`src/rtl/cpu_trace_capture.sv`:
```
// cpu_trace_capture: CPU retire-trace capture buffer.
// The block is armed, waits for a trigger PC (or the first valid sample), and records
// {pc, data} samples until the buffer fills or capture is stopped.
// The captured entries are then read out in write order through a valid/ready port.
`timescale 1ns/1ps

module cpu_trace_capture #(
   parameter int SIZE  = 8,
   parameter int DEPTH = 16
) (
   input  logic                    clk,
   input  logic                    rst,
   input  logic                    arm,
   input  logic                    stop,
   input  logic                    trig_en,
   input  logic [SIZE-1:0]         trig_pc,
   input  logic                    trace_valid,
   input  logic [SIZE-1:0]         trace_pc,
   input  logic [SIZE-1:0]         trace_data,
   output logic                    rd_valid,
   input  logic                    rd_ready,
   output logic [SIZE-1:0]         rd_pc,
   output logic [SIZE-1:0]         rd_data,
   output logic [$clog2(DEPTH):0]  count,
   output logic [1:0]              state,
   output logic                    done,
   output logic                    overflow
);

   localparam int PW = $clog2(DEPTH);
   localparam int CW = PW + 1;
   localparam logic [CW-1:0] CNT_FULL = CW'(DEPTH);
   localparam logic [CW-1:0] CNT_LAST = CW'(DEPTH - 1);
   localparam logic [CW-1:0] CNT_ONE  = CW'(1);
   localparam logic [PW-1:0] PTR_ONE  = PW'(1);

   if ((DEPTH < 2) || ((DEPTH & (DEPTH - 1)) != 0)) begin : g_bad_depth
      $error("cpu_trace_capture: DEPTH must be a power of two and at least 2");
   end

   typedef enum logic [1:0] {
      ST_IDLE    = 2'd0,
      ST_ARMED   = 2'd1,
      ST_CAPTURE = 2'd2,
      ST_DONE    = 2'd3
   } st_t;

   st_t               st_q, st_d;
   logic [PW-1:0]     wptr_q, rptr_q;
   logic [CW-1:0]     cnt_q;
   logic              ovf_q;
   logic [2*SIZE-1:0] mem [DEPTH];

   logic trig_hit, wr_en, rd_en, ovf_set;

   // A sample qualifies as the trigger when valid and, if enabled, the PC matches.
   // arm and rst override everything, so they suppress any concurrent write or read.
   always_comb begin
      trig_hit = trace_valid && (!trig_en || (trace_pc == trig_pc));
      wr_en    = !rst && !arm &&
                 (((st_q == ST_ARMED) && !stop && trig_hit) ||
                  ((st_q == ST_CAPTURE) && trace_valid));
      rd_en    = !rst && !arm && rd_valid && rd_ready;
      ovf_set  = !rst && !arm && (st_q == ST_DONE) && trace_valid && (cnt_q == CNT_FULL);
   end

   // State register.
   always_ff @(posedge clk) begin
      if (rst) st_q <= ST_IDLE;
      else     st_q <= st_d;
   end

   // Next-state logic; arm restarts the session from any state.
   always_comb begin
      st_d = st_q;
      if (arm) begin
         st_d = ST_ARMED;
      end else begin
         case (st_q)
            ST_IDLE:    st_d = ST_IDLE;
            ST_ARMED:   if (stop) st_d = ST_DONE;
                        else if (trig_hit) st_d = ST_CAPTURE;
            ST_CAPTURE: if (stop || (trace_valid && (cnt_q == CNT_LAST))) st_d = ST_DONE;
            ST_DONE:    if ((cnt_q == '0) || (rd_en && (cnt_q == CNT_ONE))) st_d = ST_IDLE;
            default:    st_d = ST_IDLE;
         endcase
      end
   end

   // Output decode and read-head presentation.
   always_comb begin
      state              = st_q;
      done               = (st_q == ST_DONE);
      rd_valid           = (st_q == ST_DONE) && (cnt_q != '0);
      {rd_pc, rd_data}   = mem[rptr_q];
      count              = cnt_q;
      overflow           = ovf_q;
   end

   // Pointer, count and sticky overflow bookkeeping. Writes and reads never coincide
   // because writes happen only while armed/capturing and reads only in DONE.
   always_ff @(posedge clk) begin
      if (rst || arm) begin
         wptr_q <= '0;
         rptr_q <= '0;
         cnt_q  <= '0;
         ovf_q  <= 1'b0;
      end else begin
         if (wr_en) begin
            wptr_q <= wptr_q + PTR_ONE;
            cnt_q  <= cnt_q + CNT_ONE;
         end else if (rd_en) begin
            rptr_q <= rptr_q + PTR_ONE;
            cnt_q  <= cnt_q - CNT_ONE;
         end
         if (ovf_set) ovf_q <= 1'b1;
      end
   end

   // Trace storage; contents are never reset.
   always_ff @(posedge clk) begin
      if (wr_en) mem[wptr_q] <= {trace_pc, trace_data};
   end

endmodule

```
`config.mk`:
```
export PLATFORM = sky130hd
export DESIGN_NAME = cpu_trace_capture
export DESIGN_NICKNAME = d
export VERILOG_FILES = /design/src/rtl/cpu_trace_capture.sv
export SDC_FILE = /design/constraint.sdc
export NUM_CORES = 1
export LEC_CHECK = 0
export ABC_AREA = 0
export CORE_MARGIN = 2
export CORE_UTILIZATION = 45
export CTS_CLUSTER_DIAMETER = 150
export CTS_CLUSTER_SIZE = 16
export DETAILED_ROUTE_END_ITERATION = 10
export GPL_TIMING_DRIVEN = 0
export PLACE_DENSITY_LB_ADDON = 0.12
export SETUP_SLACK_MARGIN = 0.1
export SYNTH_ARGS = -nofsm -noshare
export SYNTH_HDL_FRONTEND = slang
export SYNTH_SLANG_ARGS = --single-unit
```
`constraint.sdc`:
```
create_clock -name clk -period 4.1 [get_ports clk]
set_input_delay 0.615 -clock clk [delete_from_list [all_inputs] [get_ports clk]]
set_output_delay 0.615 -clock clk [all_outputs]
set_load 0.02 [all_outputs]
```
== Word-level counts from Yosys, hierarchy flattened ==
Memories as Yosys holds them, arrays and structs flattened. A register that Yosys moved wholly into a read port is not among the register bits.
Index checks and enable logic that the tools add are counted.

* Word-level logic and storage cells: 68
* Memories: 1
* RAM bits: 256
* Latch bits: 0
* Output and inout port bits: 26
* ROM bits: 0
* Bits in registers: 16

{| class="wikitable"
|+ Memory list
! memory !! depth !! bits a word !! read ports !! clocked after memory_dff !! write ports !! line !! text
|-
| mem || 16 || 16 || 1 || 1 || 1 || 52 || <nowiki>logic [2*SIZE-1:0] mem [DEPTH];</nowiki>
|}

* $lt $le $gt $ge: 0
* Mux-type cells: 12
* $mul: 0
* Bitwise operators: 1
* Shift-type cells: 0
* Add/subtract/negate cells: 4
* Equal/unequal tests: 13
* Divide/modulo/power cells: 0
* Reduce and logical (&&, ||, !) cells: 31

{| class="wikitable"
|+ Operators by type and width
! kind !! number
|-
| $logic_and A1 B1 Y1 || 14
|-
| $mux W5 || 2
|-
| $add A4 B1 Y4 const B || 2
|-
| $eq A8 B8 Y1 || 1
|-
| $mux W2 || 4
|-
| $mux W4 || 2
|-
| $pmux W2 S4 || 1
|-
| $ne A3 B2 Y1 const B || 2
|-
| $reduce_and A3 Y1 || 2
|-
| $add A5 B1 Y5 const B || 1
|-
| $eq A5 B1 Y1 const B || 1
|-
| $eq A5 B4 Y1 const B || 1
|-
| $eq A5 B5 Y1 const B || 1
|-
| $logic_not A5 Y1 || 1
|-
| $logic_or A1 B1 Y1 || 5
|-
| $reduce_bool A5 Y1 || 1
|-
| $sub A5 B1 Y5 const B || 1
|-
| $eq A2 B2 Y1 const B || 2
|-
| $logic_not A1 Y1 || 4
|-
| $ne A2 B1 Y1 const B || 2
|-
| $ne A4 B4 Y1 const B || 1
|-
| $mux W1 || 3
|-
| $ne A3 B3 Y1 const B || 1
|-
| $eq A2 B1 Y1 const B || 1
|-
| 5 further kinds || 5
|}

== Logic depth before layout (Yosys ltp) ==
Gate-level depths: netlist of run 1.

* Word-level depth: 10
* Mapped depth: 8

== Worst setup path after synthesis of run 1 ==
No wires, ideal clock.

* Path type: input to register
* Start point: in trig_pc[6]
* End point: mem mem[3][0] (netlist bit) (enable)
* Cell stages on the path: 7
* Data required time: 3.691 ns
* Path slack: 0.850 ns
* Data arrival time: 2.841 ns
* Path buffers: 1
* Cells stage by stage: xor2_1 -> nor4_1 -> a21boi_1 -> nor2_1 -> buf_2 -> nand2_1 -> nor3_1

* Word-level cells in the longest chain between the ends: 8

{| class="wikitable"
|+ RTL lines
! what !! line !! text
|-
| start: declaration || 16 || <nowiki>input logic [SIZE-1:0] trig_pc,</nowiki>
|-
| $eq A8 B8 Y1 || 59 || <nowiki>trig_hit = trace_valid && (!trig_en || (trace_pc == trig_pc));</nowiki>
|-
| $logic_or A1 B1 Y1 || 59 ||
|-
| $logic_and A1 B1 Y1 || 59 ||
|-
| $logic_and A1 B1 Y1 || 61 || <nowiki>(((st_q == ST_ARMED) && !stop && trig_hit) ||</nowiki>
|-
| $logic_or A1 B1 Y1 || 61 ||
|-
| $logic_and A1 B1 Y1 || 60 || <nowiki>wr_en = !rst && !arm &&</nowiki>
|-
| $mux W1 || 122 || <nowiki>if (wr_en) mem[wptr_q] <= {trace_pc, trace_data};</nowiki>
|-
| $mux W1 (implied by the code) || 122 ||
|-
| end: declaration || 52 ||
|}

Every way passes these cells.

==> flow_metrics.env, run 1 <==
export IMPL_cts_setup_buffers=0
export IMPL_yosysUniqueCellTypes=46
export IMPL_initial_core_util_pct=46.11
export IMPL_synth_ff_type="edfxtp_1"
export IMPL_finalSetupViolCount=0
export IMPL_cts_hold_fix_buffers=0
export IMPL_fp_dieW_um=159.5
export IMPL_cts_tree="yes"
export IMPL_path_buf_inv=3
export IMPL_port_buffers=56
export IMPL_max_freq_mhz=260.8
export IMPL_worstPathMaxFanout=10
export IMPL_yosysSeqAreaShare_pct=74.29
export IMPL_final_nets=655
export IMPL_maxSlewHeadroom_pct=45.32
export IMPL_drt_pass1_iter_count=5
export IMPL_drive_gt1_share_pct=25.40
export IMPL_routed_wl_um=23200
export IMPL_die_area_mm2=0.02545
export IMPL_power_leakage_nw=3.935
export IMPL_yosys_area_share_simple_pct=3.425
export IMPL_synth_warnings=0
export IMPL_core_area_mm2=0.02361
export IMPL_vdd_ir_drop_max_mv=0.1949
export IMPL_status="completed"
export IMPL_cts_buffer_depth=3
export IMPL_wl_per_cell_um=24.55
export IMPL_synth_compound_area_share_pct=1.747
export IMPL_path_clk_slew_ns=0.07
export IMPL_cp_common_cell="mux4_2"
export IMPL_htreeDepth=1
export IMPL_synth_xor_area_share_pct=0.7241
export IMPL_grt_pass1_wl_um=34550
export IMPL_async_flop_share_pct=0
export IMPL_drv_slew=0
export IMPL_dpl_cell_count=907
export IMPL_synth_area_mm2=0.01089
export IMPL_r2r_slack_ns=1.26
export IMPL_synth_top_cells_by_count="256 x edfxtp_1, 80 x mux4_2, 20 x dfxtp_1, 20 x nor2_1, 15 x nand2_1"
export IMPL_area_delta_synth_final_pct=18.01
export IMPL_num_antenna_cells=0
export IMPL_hold_class="flop to flop"
export IMPL_io_pins=57
export IMPL_worst_path_largest_cell_delay_ns=0.56
export IMPL_path_cells="clkbuf_1 -> clkbuf_2 -> mux4_2 -> mux4_2 -> clkdlybuf4s50_1"
export IMPL_finClkSkew_ns=0.02367
export IMPL_cts_resized=12
export IMPL_rows=56
export IMPL_crit_type="flop to output pin"
export IMPL_slowest_stage="clkdlybuf4s50_1"
export IMPL_drt_iter0_markers=372
export IMPL_grt_pass1_vias=5487
export IMPL_numCtsBuffers=21
export IMPL_placed_area_mm2=0.01217
export IMPL_endpoint_kind="output pin"
export IMPL_synth_top_family_by_area="multiplexers"
export IMPL_cts_root_buf="clkbuf_16"
export IMPL_yosysTopAreaCell="edfxtp_1"
export IMPL_place_hpwl_um=15520
export IMPL_grt_max_degree=18
export IMPL_instances_no_fill=945
export IMPL_worstPathArrival_ns=3.22
export IMPL_viasPerCell=5.614
export IMPL_place_congestion=0.8282
export IMPL_synth_nets=560
export IMPL_fin_crit_sh_pct=93.54
export IMPL_yosysMostFrequentCell="edfxtp_1"
export IMPL_avgSynthCellArea_um2=21.10
export IMPL_antenna_found_initial=0
export IMPL_ys_top_cells_by_area="edfxtp_1 71%, mux4_2 17%, dfxtp_1 3.7%"
export IMPL_critPathLaunchType="flop"
export IMPL_grt_setup_unrepaired="true"
export IMPL_grt_overflow=0
export IMPL_crit_family="buffers and inverters"
export IMPL_netlist_instances=516
export IMPL_hold_violations=0
export IMPL_route_detailed_drc=0
export IMPL_cp_required_ns=3.48
export IMPL_n_fill_cell=1831
export IMPL_synth_mux_area_share_pct=17.06
export IMPL_period_minus_slack_ns=3.835
export IMPL_drv_cap=0
export IMPL_synthAdderAreaFrac_pct=1.494
export IMPL_synth_edf_count=256
export IMPL_ys_ff_latch=276
export IMPL_numClockSinks=276
export IMPL_die_height_um=159.5
export IMPL_tightest_slew_ns=0.8202
export IMPL_drtAntennaViolNets=0
export IMPL_clk_latency_ns=0.52
export IMPL_p_per_area_mw_per_mm2=397.3
export IMPL_netlist_area_leader_share_pct=70.61
export IMPL_vias=5305
export IMPL_final_area_mm2=0.01285
export IMPL_groute_usage_overall_pct=18.51
## where the power goes
part	switching, mW	total, mW	internal (mW)	leakage, nW
sequential	0.00298	3.08	3.07	2.46
combinational	0.0685	0.117	0.0481	1.19
clock	0.936	1.91	0.975	0.288
total	1.01	5.10	4.10	3.93
## through the flow
| stage | worst slack (ns) | TNS, ns | hold slack [ns] | utilization (%) | total power [mW] |
|---|---|---|---|---|---|
| final | 0.2650 | 0 | 0.4717 | 54.41 | 5.104 |
| after global routing | 0.05319 | 0 | 0.5013 | 54.41 | 5.272 |
| after CTS | 0.07955 | 0 | 0.4828 | 54.21 | 5.156 |
| after detailed placement | -0.3608 | -25.82 | 0.4718 | 51.55 | 3.257 |
| after global placement | -1.741 | -278.23 | 0.4525 | 50.17 | 3.250 |
| after floorplan | 0.8498 | 0 | 0.4357 | - | 3.174 |
## placed cells by master (no fill, tap or decap), types with 2 or more instances in the layout
cell / n
buf_1: 4
nor2_4: 4
clkbuf_2: 7
nand2b_1: 5
o21ai_0: 5
nand3_1: 5
nor2_1: 8
nand2_1: 15
a21oi_1: 4
a211oi_1: 4
buf_2: 2
nor3_4: 4
nor4_1: 3
edfxtp_1: 256
clkbuf_1: 19
nand4_1: 2
nor3_1: 6
dfxtp_1: 20
clkbuf_16: 21
nor2_2: 9
buf_4: 6
inv_1: 8
xor2_1: 8
nor2b_1: 2
clkdlybuf4s50_1: 56
mux4_2: 80
and3_1: 2
o31ai_1: 3
buf_16: 4
buf_8: 8
mux2i_1: 4
a31o_2: 2
ha_1: 13
buf_6: 5
## state kept, by name (all words and copies together), names as in the netlist, named ones only
signal / cells
mem: 256
state: 2
overflow: 1
wptr_q: 4
rptr_q: 4
count: 5
## worst reg2reg max path, stage by stage (launching register included)
cell and delay (ns):
dfxtp_1 0.42, ha_1 0.23, nor2b_1 0.24, o211ai_1 0.16, nor2_1 0.18, buf_2 0.23, nand2_1 0.25, nor2_2 0.60
buf_8 0.23
## cell type report
| cell class | instances | area (um^2) | area share, % |
|---|---|---|---|
| flip-flops and latches | 276 | 8088 | 62.95 |
| multi-input cells | 208 | 2756 | 21.46 |
| repair buffers | 72 | 835.8 | 6.506 |
| clock buffers | 36 | 581.8 | 4.529 |
| well taps | 319 | 399.1 | 3.107 |
| plain buffers | 24 | 131.4 | 1.023 |
| inverters | 8 | 30.03 | 0.2337 |
| clock inverters | 2 | 25.02 | 0.1948 |
## metal layers
layer / track usage [%] / vias up / share of wire, %
met2: 31.52 / 146 / 51
met1: 25.47 / 2803 / 42
li1: - / 2322 / -
met3: 2.683 / 34 / 4.8
met5: 0 / - / 0
met4: 4.421 / 0 / 2.1
## path summary, 6_finish.rpt
| kind | startpoint | end | cells after the start |
|---|---|---|---|
| setup reg to reg | state[0] | mem[7][7] | 8 |
| hold reg to reg | rptr_q[3] | rptr_q[3] | 1 |
| setup / recovery | flop | rd_pc[1] | 5 |
| hold / removal | rptr_q[3] | rptr_q[3] | 1 |
## kinds of logic after synthesis
kind of cell	count (synthesis)
fa+ha+maj	13
compound gates	27
buf+inv	32
flops	276
xor+xnor	9
simple gates	74
mux	85
Power figures use the tool's default switching activity.
==> run 2: changes to the inputs <==
--- a/config.mk
+++ b/config.mk
@@ -11,7 +11,6 @@
 export CTS_CLUSTER_DIAMETER = 150
 export CTS_CLUSTER_SIZE = 16
 export DETAILED_ROUTE_END_ITERATION = 10
-export GPL_TIMING_DRIVEN = 0
 export PLACE_DENSITY_LB_ADDON = 0.12
 export SETUP_SLACK_MARGIN = 0.1
 export SYNTH_ARGS = -nofsm -noshare
==> run 2 against run 1 <==
  * Core utilization decreased by 0.33 points
  * Hold slack improved by 0.00094 ns
  * Flip-flop and latch count did not move
  * Clock skew rose by 0.0011 ns
  * Count of clock-buffer cells in the layout unchanged
  * Register-to-register slack improved by 0.47 ns
  * Non-clock buffer count rose by 4
  * Final cell count increased by 0.42%
  * Critical endpoint is now rd_data[3]
  * Largest cell class unchanged
==> flow_metrics.env, run 2 (synthesized netlist as in run 1, its figures left out) <==
export IMPL_status="completed"
export IMPL_hold_violations=0
export IMPL_hold_class="flop to flop"
export IMPL_worstPathArrival_ns=3.02
export IMPL_grt_pass1_wl_um=35320
export IMPL_die_area_mm2=0.02545
export IMPL_regArea_mm2=0.008093
export IMPL_p_per_area_mw_per_mm2=398.8
export IMPL_area_delta_synth_final_pct=17.29
export IMPL_fin_util_pct=54.07
export IMPL_vias=5312
export IMPL_largest_reg_flops=256
export IMPL_drv_slew=0
export IMPL_routed_wl_um=23080
export IMPL_cts_resized=0
export IMPL_vdd_ir_drop_max_mv=0.2358
export IMPL_worstPathMaxFanout=36
export IMPL_power_leakage_nw=3.982
export IMPL_cts_root_buf="clkbuf_16"
export IMPL_path_clk_slew_ns=0.07
export IMPL_core_area_mm2=0.02361
export IMPL_cts_buffer_depth=3
export IMPL_final_nets=659
export IMPL_grt_overflow=0
export IMPL_cts_setup_buffers=0
export IMPL_tightest_slew_ns=0.8375
export IMPL_port_buffers=56
export IMPL_clk_latency_ns=0.51
export IMPL_fp_dieW_um=159.5
export IMPL_drive_gt1_share_pct=27.46
export IMPL_fin_setup_tns_ns=0
export IMPL_cts_hold_fix_buffers=0
export IMPL_io_pins=57
export IMPL_endpoint_kind="output pin"
export IMPL_numCtsBuffers=21
export IMPL_top_register="mem"
export IMPL_n_fill_cell=1839
export IMPL_period_minus_slack_ns=3.633
export IMPL_critPathLaunchType="flop"
export IMPL_initial_core_util_pct=46.11
export IMPL_num_antenna_cells=0
export IMPL_crit_type="flop to output pin"
export IMPL_grt_max_degree=65
export IMPL_fin_crit_sh_pct=88.60
export IMPL_final_common_cell="edfxtp_1"
export IMPL_place_hpwl_um=15260
export IMPL_drv_cap=0
export IMPL_layout_common_cells="256 x edfxtp_1, 80 x mux4_2, 56 x clkdlybuf4s50_1"
export IMPL_groute_usage_overall_pct=18.55
export IMPL_maxSlewHeadroom_pct=44.09
export IMPL_route_detailed_drc=0
export IMPL_drtAntennaViolNets=0
export IMPL_grt_pass1_vias=5624
export IMPL_viasPerCell=5.597
export IMPL_drt_iter0_markers=451
export IMPL_wl_per_cell_um=24.32
export IMPL_place_congestion=0.8111
export IMPL_finalSetupViolCount=0
export IMPL_antenna_found_initial=0
export IMPL_max_freq_mhz=275.3
export IMPL_htreeDepth=1
export IMPL_rows=56
export IMPL_drt_pass1_iter_count=4
export IMPL_finClkSkew_ns=0.02474
export IMPL_numClockSinks=276
export IMPL_die_height_um=159.5
export IMPL_multi_input_area_mm2=0.002711
export IMPL_hold_slack_ns=0.4726
export IMPL_grt_setup_unrepaired="false"
export IMPL_cp_required_ns=3.48
export IMPL_cts_tree="yes"
==> run 2: cell types whose count changed in the layout (fill, tap and decap cells not counted), moves of 2 or more <==
cell and delta:
buf_4 +35, buf_8 -8, clkbuf_2 -7, buf_6 -5, buf_1 -4, buf_16 -4, clkbuf_1 -4, nor2_2 +4
nor2_4 -4, nor3_2 +4, nor3_4 -4, buf_12 +3, buf_2 -2, dfxtp_1 -2
==> run 2: path summary, 6_finish.rpt <==
check	to	depth (start not counted)	start	slack, ns
setup / recovery	rd_data[3]	4	flop	0.47
hold / removal	rptr_q[3]	1	rptr_q[3]	0.47
setup reg to reg	mem[3][6]	7	state[0]	1.73
hold reg to reg	rptr_q[3]	1	rptr_q[3]	0.47
==> run 2: area by class of cell <==
type	count	share of cell area [%]
clock buffers	36	4.557
multi-input cells	208	21.23
flip-flops and latches	276	63.38
clock inverters	2	0.1960
inverters	8	0.2352
well taps	319	3.126
repair buffers	100	7.271
==> run 2: per-stage QoR <==
step	power [mW]	worst slack [ns]	instance area [um^2]	instances
2_1_floorplan	3.174	0.8498	10890	516
3_3_place_gp	3.267	0.7007	12160	911
3_5_place_dp	3.269	0.6046	12160	911
4_1_cts	5.141	0.3727	12770	949
5_1_grt	5.255	0.3154	12770	949
6_report	5.092	0.4674	12770	949
==> run 2: per-layer routing <==
metal / share of wire, % / track usage, % / vias to the layer above
li1: - / - / 2339
met5: 0 / 0 / -
met2: 50 / 31.05 / 159
met1: 43 / 25.62 / 2785
met4: 2.2 / 5.041 / 0
met3: 4.9 / 2.891 / 29
==> run 2: power by group <==
| part | internal [mW] | switching [mW] | total [mW] |
|---|---|---|---|
| clock network | 0.975 | 0.913 | 1.89 |
| registers | 3.07 | 0.00319 | 3.08 |
| logic | 0.0533 | 0.0759 | 0.129 |
| total | 4.10 | 0.992 | 5.09 |
==> run 2: critical path, cell delays in order (launching register included) <==
cell and delay [ns]:
dfxtp_4 0.52, buf_12 0.33, mux4_2 0.60, mux4_2 0.50, clkdlybuf4s50_1 0.55
==> run 3: changes to the inputs <==
--- a/config.mk
+++ b/config.mk
@@ -13,6 +13,7 @@
 export DETAILED_ROUTE_END_ITERATION = 10
 export PLACE_DENSITY_LB_ADDON = 0.12
 export SETUP_SLACK_MARGIN = 0.1
+export SKIP_CTS_REPAIR_TIMING = 1
 export SYNTH_ARGS = -nofsm -noshare
 export SYNTH_HDL_FRONTEND = slang
 export SYNTH_SLANG_ARGS = --single-unit
==> results of run 3 <==
Final layout, timing and power as in run 2 (identical DEF).
